## config.mk

```make
export PLATFORM = sky130hd
export DESIGN_NAME = string_match
export DESIGN_NICKNAME = d
export VERILOG_FILES = /design/src/rtl/string_match.sv
export SDC_FILE = /design/constraint.sdc
export NUM_CORES = 1
export LEC_CHECK = 0
export CORE_UTILIZATION = 28
export CTS_BUF_LIST = sky130_fd_sc_hd__clkbuf_16
export DETAILED_ROUTE_END_ITERATION = 8
export GPL_TIMING_DRIVEN = 0
export SLEW_MARGIN = 20
export SYNTH_ARGS = -nofsm -noshare
export SYNTH_HDL_FRONTEND = slang
export SYNTH_SLANG_ARGS = --single-unit
```

## constraint.sdc

```tcl
create_clock -name clk -period 3.25 [get_ports clk]
set_input_delay 0.325 -clock clk [delete_from_list [all_inputs] [get_ports clk]]
set_output_delay 0.325 -clock clk [all_outputs]
set_load 0.05 [all_outputs]
```

## src/rtl/string_match.sv

```systemverilog
// Command-line recognizer: buffers received bytes up to CR, classifies the line
// against start/stop/hitsz and replies with a code byte plus CR on an 8N1 transmitter.
module string_match #(
  parameter int CLK_FREQ  = 100_000_000,
  parameter int BAUD_RATE = 9600,
  parameter int DIVIDER   = CLK_FREQ / BAUD_RATE
) (
  input  logic       clk,
  input  logic       rst,
  input  logic       valid,
  input  logic [7:0] recv_data,
  output logic       uart_tx
);

  localparam int              CNT_W     = (DIVIDER > 1) ? $clog2(DIVIDER) : 1;
  localparam logic [CNT_W-1:0] BAUD_LAST = CNT_W'(DIVIDER - 1);
  localparam logic [7:0]      CR        = 8'h0D;

  // Keywords packed with byte 0 in the least significant position.
  localparam logic [39:0] KW_START = 40'h74_72_61_74_73;
  localparam logic [31:0] KW_STOP  = 32'h70_6F_74_73;
  localparam logic [39:0] KW_HITSZ = 40'h7A_73_74_69_68;

  typedef enum logic [1:0] {
    S_IDLE,
    S_START,
    S_DATA,
    S_STOP
  } tx_state_e;

  logic [63:0] line_q;
  logic [3:0]  len_q, len_d;
  logic        ovf_q, ovf_d;

  logic        cr_fire;
  logic        byte_fire;
  logic        store_en;
  logic [7:0]  class_code;

  tx_state_e        state_q, state_d;
  logic [CNT_W-1:0] baud_q, baud_d;
  logic [2:0]       bit_q, bit_d;
  logic             second_q, second_d;
  logic [7:0]       code_q, code_d;
  logic [7:0]       pend_q, pend_d;
  logic             pend_vld_q, pend_vld_d;
  logic             tx_q, tx_d;

  logic             baud_end;
  logic             frame_done;
  logic             tx_free;
  logic [7:0]       cur_byte_d;

  assign cr_fire   = valid && (recv_data == CR);
  assign byte_fire = valid && (recv_data != CR);
  assign store_en  = byte_fire && !len_q[3];

  always_ff @(posedge clk or negedge rst) begin
    if (!rst) begin
      line_q <= '0;
    end else if (cr_fire) begin
      line_q <= '0;
    end else if (store_en) begin
      line_q[len_q[2:0]*8 +: 8] <= recv_data;
    end
  end

  always_comb begin
    len_d = len_q;
    ovf_d = ovf_q;
    if (cr_fire) begin
      len_d = 4'd0;
      ovf_d = 1'b0;
    end else if (byte_fire) begin
      if (!len_q[3]) len_d = len_q + 4'd1;
      else           ovf_d = 1'b1;
    end
  end

  // Exact match on length and content; overflow always classifies as unmatched.
  always_comb begin
    class_code = 8'h30;
    if (!ovf_q) begin
      if (len_q == 4'd5 && line_q[39:0] == KW_START)      class_code = 8'h31;
      else if (len_q == 4'd4 && line_q[31:0] == KW_STOP)  class_code = 8'h32;
      else if (len_q == 4'd5 && line_q[39:0] == KW_HITSZ) class_code = 8'h33;
    end
  end

  assign baud_end   = (baud_q == BAUD_LAST);
  assign frame_done = (state_q == S_STOP) && baud_end && second_q;
  assign tx_free    = (state_q == S_IDLE) || frame_done;

  always_comb begin
    state_d    = state_q;
    baud_d     = baud_q;
    bit_d      = bit_q;
    second_d   = second_q;
    code_d     = code_q;
    pend_d     = pend_q;
    pend_vld_d = pend_vld_q;

    case (state_q)
      S_START: begin
        if (baud_end) begin
          state_d = S_DATA;
          baud_d  = '0;
          bit_d   = 3'd0;
        end else begin
          baud_d = baud_q + 1'b1;
        end
      end
      S_DATA: begin
        if (baud_end) begin
          baud_d = '0;
          if (bit_q == 3'd7) state_d = S_STOP;
          else               bit_d   = bit_q + 3'd1;
        end else begin
          baud_d = baud_q + 1'b1;
        end
      end
      S_STOP: begin
        if (baud_end) begin
          baud_d = '0;
          if (!second_q) begin
            state_d  = S_START;
            second_d = 1'b1;
          end else begin
            state_d = S_IDLE;
          end
        end else begin
          baud_d = baud_q + 1'b1;
        end
      end
      default: ;
    endcase

    // A fresh classification supersedes any older pending code.
    if (cr_fire) begin
      if (tx_free) begin
        state_d    = S_START;
        baud_d     = '0;
        second_d   = 1'b0;
        code_d     = class_code;
        pend_vld_d = 1'b0;
      end else begin
        pend_d     = class_code;
        pend_vld_d = 1'b1;
      end
    end else if (tx_free && pend_vld_q) begin
      state_d    = S_START;
      baud_d     = '0;
      second_d   = 1'b0;
      code_d     = pend_q;
      pend_vld_d = 1'b0;
    end
  end

  // Output bit is derived from the next state so the line changes on the same edge as the FSM.
  always_comb begin
    cur_byte_d = second_d ? CR : code_d;
    case (state_d)
      S_START: tx_d = 1'b0;
      S_DATA:  tx_d = cur_byte_d[bit_d];
      default: tx_d = 1'b1;
    endcase
  end

  always_ff @(posedge clk or negedge rst) begin
    if (!rst) begin
      len_q      <= 4'd0;
      ovf_q      <= 1'b0;
      state_q    <= S_IDLE;
      baud_q     <= '0;
      bit_q      <= 3'd0;
      second_q   <= 1'b0;
      code_q     <= 8'h00;
      pend_q     <= 8'h00;
      pend_vld_q <= 1'b0;
      tx_q       <= 1'b1;
    end else begin
      len_q      <= len_d;
      ovf_q      <= ovf_d;
      state_q    <= state_d;
      baud_q     <= baud_d;
      bit_q      <= bit_d;
      second_q   <= second_d;
      code_q     <= code_d;
      pend_q     <= pend_d;
      pend_vld_q <= pend_vld_d;
      tx_q       <= tx_d;
    end
  end

  assign uart_tx = tx_q;

endmodule

```

==> results of run 1 <==
-- power by group through the flow --
stage          logic [W]  clock network, W  registers [W]
5_1_grt         0.000624           0.00104        0.00140
4_1_cts         0.000548           0.00101        0.00136
2_1_floorplan   0.000402                 0        0.00132
3_5_place_dp    0.000545                 0        0.00138
6_report        0.000545          0.000989        0.00137
3_3_place_gp    0.000504                 0        0.00137
-- placed cells by master (no fill, tap or decap), types with 4 or more instances in the layout --
master,n
nand2_1,24
and2_1,7
clkbuf_16,9
inv_1,17
clkbuf_1,14
nand3_1,13
dfrtp_1,77
nand4_1,12
ha_1,11
nor4bb_1,7
nor2b_1,4
mux2i_1,25
clkdlybuf4s50_1,10
nor2_1,74
xor2_1,11
o21ai_0,14
and3b_1,4
a21oi_1,15
-- critical path, delay by kind of cell (launching register included) --
| family | cells | cell delay, ps |
|---|---|---|
| DFF | 1 | 420 |
| buffers and inverters | 1 | 150 |
| AOI/OAI and AO/OA | 2 | 340 |
| and+or+nand+nor | 5 | 2130 |
-- logic make-up after synthesis --
| family | count (synthesis) | synth area share |
|---|---|---|
| AND/OR/NAND/NOR | 175 | 0.235 |
| flip-flops | 78 | 0.495 |
| AO/OA/AOI/OAI | 59 | 0.105 |
| buffers and inverters | 32 | 0.0324 |
| multiplexers | 26 | 0.0663 |
| XOR/XNOR | 14 | 0.0311 |
| adder cells (fa/ha/maj) | 11 | 0.0349 |
-- per-stage QoR --
stage	utilization	std cells
6_report	0.337	606
5_1_grt	0.337	606
4_1_cts	0.335	605
3_5_place_dp	0.313	588
3_3_place_gp	0.309	586
2_1_floorplan	-	395
-- timing repair --
item | 4_1_cts | 5_1_grt
pin swaps | 0 | 1
endpoints found under the hold margin | 19 | 0
buffers inserted | 0 | 1
gates resized for setup | 1 | 1
setup endpoints to repair | 1 | 1
hold buffers | 1 | 0
-- how the worst min path moves through the flow --
stage / from / endpoint / slack, ps
after floorplan: rst / baud_q[0]$_DFF_PN0_ / 30
after global placement: pend_q[0]$_DFFE_PN0P_ / pend_q[0]$_DFFE_PN0P_ / 460
after detailed placement: rst / pend_q[4]$_DFFE_PN0P_ / 240
after CTS: rst / pend_q[4]$_DFFE_PN0P_ / 420
after global routing: rst / pend_q[4]$_DFFE_PN0P_ / 450
final: rst / pend_q[4]$_DFFE_PN0P_ / 420
-- metal layers --
metal  part of all wire  vias to the layer above  GRT usage
li1                   -                     1454          -
met1               0.47                     1491      0.173
met5                  0                        -          0
met4              0.011                        0     0.0394
met3              0.030                        8     0.0330
met2               0.49                       50      0.213
-- area by class of cell --
cell class / instances / area [µm²]
fillers: 1402 / 9170
flip-flops and latches: 78 / 1950
multi-input cells: 285 / 1900
clock buffers: 9 / 225
well taps: 180 / 225
repair buffers: 15 / 160
clock inverters: 7 / 66.3
plain buffers: 15 / 63.8
inverters: 17 / 63.8
-- flip-flops by register name (all words and copies together), names as in the netlist --
| name | flops |
|---|---|
| line_q | 40 |
| baud_q | 14 |
| code_q | 8 |
| len_q | 4 |
| bit_q | 3 |
| pend_q | 3 |
| state_q | 2 |
| ovf_q | 1 |
| pend_vld_q | 1 |
| second_q | 1 |
| uart_tx | 1 |
==> reports/qor.txt, run 1 <==
status -> finished clean
average size of a mapped cell -> 9.98 µm²
Post-synth top flop -> dfrtp_1
number of synthesized flops with an enable pin -> 0
Post-synth top cells -> 77 x dfrtp_1, 74 x nor2_1, 25 x mux2i_1
worst hold path type -> primary input to async pin
die width -> 121 µm
sequential area share after synthesis -> 0.495
global-route wire length before repair -> 14.9 mm
DP Area -> 0.00433 mm²
Synth cell types -> 59
critical path type -> register to register
Synth Register Bits -> 78
Peak supply drop -> 0.471 mV
clock latency at the later pin of the worst-skew pair -> 340 ps
Int Power -> 0.00203 W
drt total wl -> 8.84 mm
FF-to-FF End -> uart_tx$_DFF_PN1_
relative slew slack -> 0.520
Fin Hold WS -> 423 ps
Port-buffer cells -> 11
number of global-route vias before repair -> 2921
worst setup path start -> baud_q[9]$_DFF_PN0_
most common cell in the netlist -> dfrtp_1
min cycle time layout -> 3110 ps
Clock Power Share -> 0.341
R2R Setup Slk -> 140 ps
Peak Freq -> 322 MHz
top cell type's share of synthesized area -> 0.489
hpwl dp -> 6.34 mm
number of buffers created by CTS -> 9
YS warnings -> 0
DRC Markers -> 0
measured slew at the worst slew-check pin -> 714 ps
Core Area -> 0.0138 mm²
Clock Tree Buf Depth -> 2
Mapped Area -> 0.00394 mm²
Synth Instances -> 395
Final Cycle Share -> 0.956
drt first pass iters -> 4
R2R Path Start -> baud_q[9]$_DFF_PN0_
max-cap violations -> 0
CTS tree -> done
Power Density -> 623 mW/mm²
overall routing resource usage -> 0.132
CP arrival -> 3360 ps
antenna violations before repair -> 0
fin area -> 0.00465 mm²
cell chain of the critical path -> or4b_4 -> or4_4 -> buf_6 -> o211a_1 -> or3_4 -> or4_1 -> nand4_1 -> a31oi_1
slowest stage delay, CP -> 600 ps
Final Net Count -> 443
share of cells above drive strength 1 -> 0.0775
switching fraction of total power -> 0.298
final hold vios -> 0
Worst Setup End Kind -> register
# diodes -> 0
P_sw -> 0.000866 W
Data required, critical path -> 3510 ps
CP max-delay cell -> or4b_4
# IOs -> 12
largest net degree at the start of global routing -> 59
Critical Path Fanout Max -> 8
Rows -> 43
post-route setup slack -> 143 ps
full die area -> 0.0146 mm²
Place WS -> -290 ps
Post-DRT Antenna Nets -> 0
Final GP Congestion -> 0.887
cells on worst reg2reg path -> 8
Yosys top cell by area -> dfrtp_1
DR WL/cell -> 14.6 µm
CTS sink cnt -> 78
Leak -> 2.12 nW
asr flop ratio synth -> 1.00
setup_tns -> 0 ps
startpoint types -> register
sequential power share -> 0.471
grt total ovfl -> 0
syn nets -> 417
largest cells by area after synthesis -> dfrtp_1 49%, nor2_1 7.0%, mux2i_1 6.3%
P&R area growth vs syn -> 18.0%
Die H -> 121 µm
via count -> 3003
H-tree levels -> 3
CTS root buffer -> clkbuf_16
Comb power frac -> 0.188
RSZ-0062 raised after global routing -> false
final setup violation count -> 0
First DRT Iteration DRCs -> 150
Vias/cell -> 4.96
initial cell density of the core -> 0.285
Final Slew Violations -> 0
Power, Total -> 0.00290 W
Fin Clk Skew -> 6.53 ps
CP Capture Point -> uart_tx$_DFF_PN1_
Clock transition at path regs -> 60 ps
No activity file was read; power rests on OpenSTA's default activity.
==> inputs of run 2 (changes only) <==
- CAP_MARGIN: default -> 20
- CORE_MARGIN: default -> 2
==> reports/qor.txt, run 2 (synthesis gave the netlist of run 1 again) <==
Post-CTS Repair Setup Buffers -> 0
initial cell density of the core -> 0.285
Final GP Congestion -> 0.877
fin util -> 0.335
measured slew at the worst slew-check pin -> 764 ps
CP max-delay cell -> or4b_4
Port-buffer cells -> 11
Vias/cell -> 4.91
antenna violations before repair -> 0
Final Net Count -> 443
global-route wire length before repair -> 15.1 mm
Place WS -> -289 ps
H-tree levels -> 3
Power Density -> 619 mW/mm²
number of global-route vias before repair -> 2995
Rows -> 43
max reg flops -> 40
Final Cycle Share -> 0.963
final hold vios -> 0
worst setup path start -> baud_q[9]$_DFF_PN0_
number of buffers created by CTS -> 9
CTS tree -> done
Final Slew Violations -> 0
Worst Setup End Kind -> register
Comb power frac -> 0.188
worst hold path type -> register to register
First DRT Iteration DRCs -> 172
overall routing resource usage -> 0.130
delay-heaviest family, CP -> simple AND/OR/NAND/NOR gates
Die H -> 123 µm
sequential power share -> 0.476
full die area -> 0.0151 mm²
DR WL/cell -> 14.9 µm
post-route setup slack -> 121 ps
Core Area -> 0.0138 mm²
setup_tns -> 0 ps
final setup violation count -> 0
Top reg by flops -> line_q
Hold Startpoint -> pend_q[0]$_DFFE_PN0P_
drt total wl -> 8.99 mm
drt first pass iters -> 4
Peak Freq -> 320 MHz
P_sw -> 0.000840 W
Clock transition at path regs -> 60 ps
# diodes -> 0
die width -> 123 µm
Power, Total -> 0.00287 W
CTS sink cnt -> 78
startpoint types -> register
via count -> 2968
R2R Path Start -> baud_q[9]$_DFF_PN0_
Post-DRT Antenna Nets -> 0
Worst Path Buf+Inv -> 1
P&R area growth vs syn -> 17.5%
commonest cells after routing, fill and taps aside -> 77 x dfrtp_1, 74 x nor2_1, 25 x mux2i_1
Critical Path Fanout Max -> 8
min cycle time layout -> 3130 ps
Peak supply drop -> 0.292 mV
clock latency at the later pin of the worst-skew pair -> 340 ps
fillers -> 1390
critical path type -> register to register
max-cap violations -> 0
RSZ-0062 raised after global routing -> false
# IOs -> 12
register area -> 0.00195 mm²
Top Registers -> line_q (40), baud_q (14), code_q (8)
hpwl dp -> 6.57 mm
slowest stage delay, CP -> 600 ps
share of cells above drive strength 1 -> 0.0729
commonest non-fill, non-tap cell in the layout -> dfrtp_1
Int Power -> 0.00203 W
multi-input logic area -> 0.00189 mm²
cell chain of the critical path -> or4b_4 -> or4_4 -> buf_6 -> o211a_1 -> or3_4 -> or4_1 -> nand4_1 -> a31oi_1
CTS root buffer -> clkbuf_16
Leak -> 2.11 nW
switching fraction of total power -> 0.293
Fin Clk Skew -> 6.20 ps
relative slew slack -> 0.486
CP arrival -> 3390 ps
Data required, critical path -> 3510 ps
Clock Tree Buf Depth -> 2
largest net degree at the start of global routing -> 45
status -> finished clean
grt total ovfl -> 0
DRC Markers -> 0
Clock Power Share -> 0.335
run 2: changes by cell type in the layout (fill, tap and decap cells not counted):
cell and change:
clkinv_2 -1, clkinv_1 +1, clkinv_4 -2, nor4_4 -1
clkinvlp_4 +1, nor4_2 +1
run 2: final cells by class:
class,count,area share
Multi-Input combinational cell,285,0.407
Tap cell,180,0.0486
Inverter,17,0.0138
Buffer,15,0.0138
Clock buffer,9,0.0486
Sequential cell,78,0.422
Timing Repair Buffer,15,0.0346
Clock inverter,6,0.0119
run 2: layer usage:
metal	share of wire	vias up	global-route usage	routed length [µm]
met1	0.47	1464	0.167	4220
met2	0.48	39	0.210	4320
met4	0.013	0	0.0467	115
met3	0.036	9	0.0358	328
met5	0	-	0	0
li1	-	1456	-	-
run 2: final timing paths:
check / to / slack, ps / cells after the start
worst min-delay path: pend_q[0]$_DFFE_PN0P_ / 470 / 2
max in group asynchronous: len_q[3]$_DFFE_PN0P_ / 2180 / 3
worst max-delay path: uart_tx$_DFF_PN1_ / 120 / 8
worst max register to register: uart_tx$_DFF_PN1_ / 120 / 8
worst min register to register: pend_q[0]$_DFFE_PN0P_ / 470 / 2
min in group asynchronous: pend_q[4]$_DFFE_PN0P_ / 500 / 2
run 2: power groups by stage:
stage	combinational (W)	clock (W)	sequential (W)
floorplan	0.000402	0	0.00132
global placement	0.000505	0	0.00137
detailed placement	0.000540	0	0.00138
CTS	0.000546	0.000987	0.00136
global route	0.000620	0.00103	0.00140
finish	0.000540	0.000961	0.00137
run 2: through the flow:
stage               hold slack (ps)  area [µm²]  cells
finish                          472        4630    605
global route                    501        4630    605
CTS                             477        4630    605
detailed placement              326        4320    589
global placement                465        4280    586
floorplan                      29.4        3940    395
run 2: what timing repair did:
action                                  4_1_cts  5_1_grt
hold buffers                                  1        0
endpoints found under the setup margin        1        1
hold endpoints to repair                     33        0
gates resized for setup                       1        1
run 2: worst reg2reg max path, cell delays in order, from the launching register on:
cell and delay [ps]:
dfrtp_1 410, or4b_4 600, or4_4 550, buf_6 150
o211a_1 250, or3_4 400, or4_1 480, nand4_1 110
a31oi_1 80
==> inputs of run 3 (changes only) <==
- CORE_UTILIZATION: 28 -> 60
- PLACE_DENSITY: default -> 0.78
- SETUP_SLACK_MARGIN: default -> 0.3
==> reports/qor.txt, run 3 (synthesis gave the netlist of run 1 again) <==
status -> finished clean
met3 wire length -> 255 µm
Clock transition at path regs -> 60 ps
WL met2 -> 4.46 mm
CTS root buffer -> clkbuf_16
H-tree levels -> 3
Clock Tree Buf Depth -> 2
overall routing resource usage -> 0.255
First DRT Iteration DRCs -> 172
Worst Setup End Kind -> register
startpoint types -> register
R2R Path Start -> baud_q[0]$_DFF_PN0_
final hold vios -> 0
number of buffers created by CTS -> 9
RSZ-0062 raised after global routing -> true
# IOs -> 12
CP arrival -> 3170 ps
fillers -> 456
antenna violations before repair -> 0
worst setup path start -> baud_q[0]$_DFF_PN0_
grt total ovfl -> 0
global-route wire length before repair -> 14.4 mm
number of global-route vias before repair -> 3065
hpwl dp -> 6.14 mm
DR WL/cell -> 17.3 µm
Final Net Count -> 449
drt total wl -> 8.82 mm
initial cell density of the core -> 0.621
critical path type -> register to register
Top Registers -> line_q (40), baud_q (14), code_q (8)
Peak Freq -> 344 MHz
# diodes -> 0
relative slew slack -> 0.431
min cycle time layout -> 2910 ps
Port-buffer cells -> 11
Rows -> 29
post-route setup slack -> 340 ps
Final Cycle Share -> 0.896
M1 wire length -> 3.87 mm
max-cap violations -> 0
Data required, critical path -> 3510 ps
Vias/cell -> 6.08
commonest cells after routing, fill and taps aside -> 77 x dfrtp_1, 74 x nor2_1, 25 x mux2i_1
worst hold path type -> primary input to async pin
Top reg by flops -> line_q
Peak supply drop -> 0.424 mV
CTS tree -> done
Power Density -> 653 mW/mm²
commonest non-fill, non-tap cell in the layout -> dfrtp_1
full die area -> 0.00724 mm²
die width -> 85.1 µm
DRC Markers -> 0
Critical Path Fanout Max -> 5
final setup violation count -> 0
Place WS -> -218 ps
share of cells above drive strength 1 -> 0.0972
measured slew at the worst slew-check pin -> 843 ps
Top Metal Used -> met4
Final GP Congestion -> 0.841
Fin Clk Skew -> 7.17 ps
Fin Hold WS -> 451 ps
max reg flops -> 40
Core Area -> 0.00635 mm²
Post-DRT Antenna Nets -> 0
clock latency at the later pin of the worst-skew pair -> 330 ps
largest net degree at the start of global routing -> 54
CTS sink cnt -> 78
P&R area growth vs syn -> 16.8%
Leak -> 2.17 nW
Die H -> 85.1 µm
via count -> 3097
drt first pass iters -> 4
Final Slew Violations -> 0
-- run 3: area by class of cell --
type / instances / area [µm²] / area share
flip-flops and latches: 78 / 1950 / 0.424
multi-input cells: 285 / 1900 / 0.412
clock buffers: 9 / 225 / 0.0489
repair buffers: 21 / 205 / 0.0446
well taps: 77 / 96.3 / 0.0209
clock inverters: 7 / 95.1 / 0.0207
plain buffers: 15 / 67.6 / 0.0147
inverters: 17 / 63.8 / 0.0139
-- run 3: worst paths after layout --
check                           cells past startpoint                    end  slack [ps]
worst max-delay path                                9      uart_tx$_DFF_PN1_         340
worst min-delay path                                2    baud_q[3]$_DFF_PN0_         450
worst max register to register                      9      uart_tx$_DFF_PN1_         340
worst min register to register                      2  pend_q[1]$_DFFE_PN0P_         470
max in group asynchronous                           3      uart_tx$_DFF_PN1_        2190
min in group clk                                    2  pend_q[1]$_DFFE_PN0P_         470
-- run 3: repair_timing --
item                       in CTS  in global routing
gates resized for setup         3                  6
hold buffers                    1                  0
pin swaps                       8                  0
hold endpoints to repair       25                  0
setup endpoints to repair      11                 22
setup buffers                   7                  0
-- run 3: metal layers --
metal	track usage	up-vias
li1	-	1474
met1	0.318	1541
met2	0.434	61
met3	0.0467	21
met4	0.108	0
met5	0	-
-- run 3: where the power goes --
group          switching [W]  leakage, nW  internal, W
clock network       0.000404        0.158     0.000675
logic               0.000311         1.01     0.000243
registers           0.000169        0.994      0.00120
total               0.000884         2.17      0.00212
-- run 3: critical path, cell delays in order (launching register included) --
cell,delay (ps)
dfrtp_1,390
ha_1,210
nand4b_1,250
or4_4,580
buf_6,130
o211a_1,220
or3_4,360
or3_1,370
o21ba_1,190
a31oi_1,130
-- run 3: stage by stage --
stage	utilization	std cells	power, W	area, µm²	TNS, ps
6_report	0.725	509	0.00301	4600	0
2_1_floorplan	-	395	0.00172	3940	0
5_1_grt	0.725	509	0.00316	4600	0
4_1_cts	0.725	509	0.00302	4600	0
3_5_place_dp	0.661	485	0.00192	4200	-218
3_3_place_gp	0.654	483	0.00186	4150	-62570
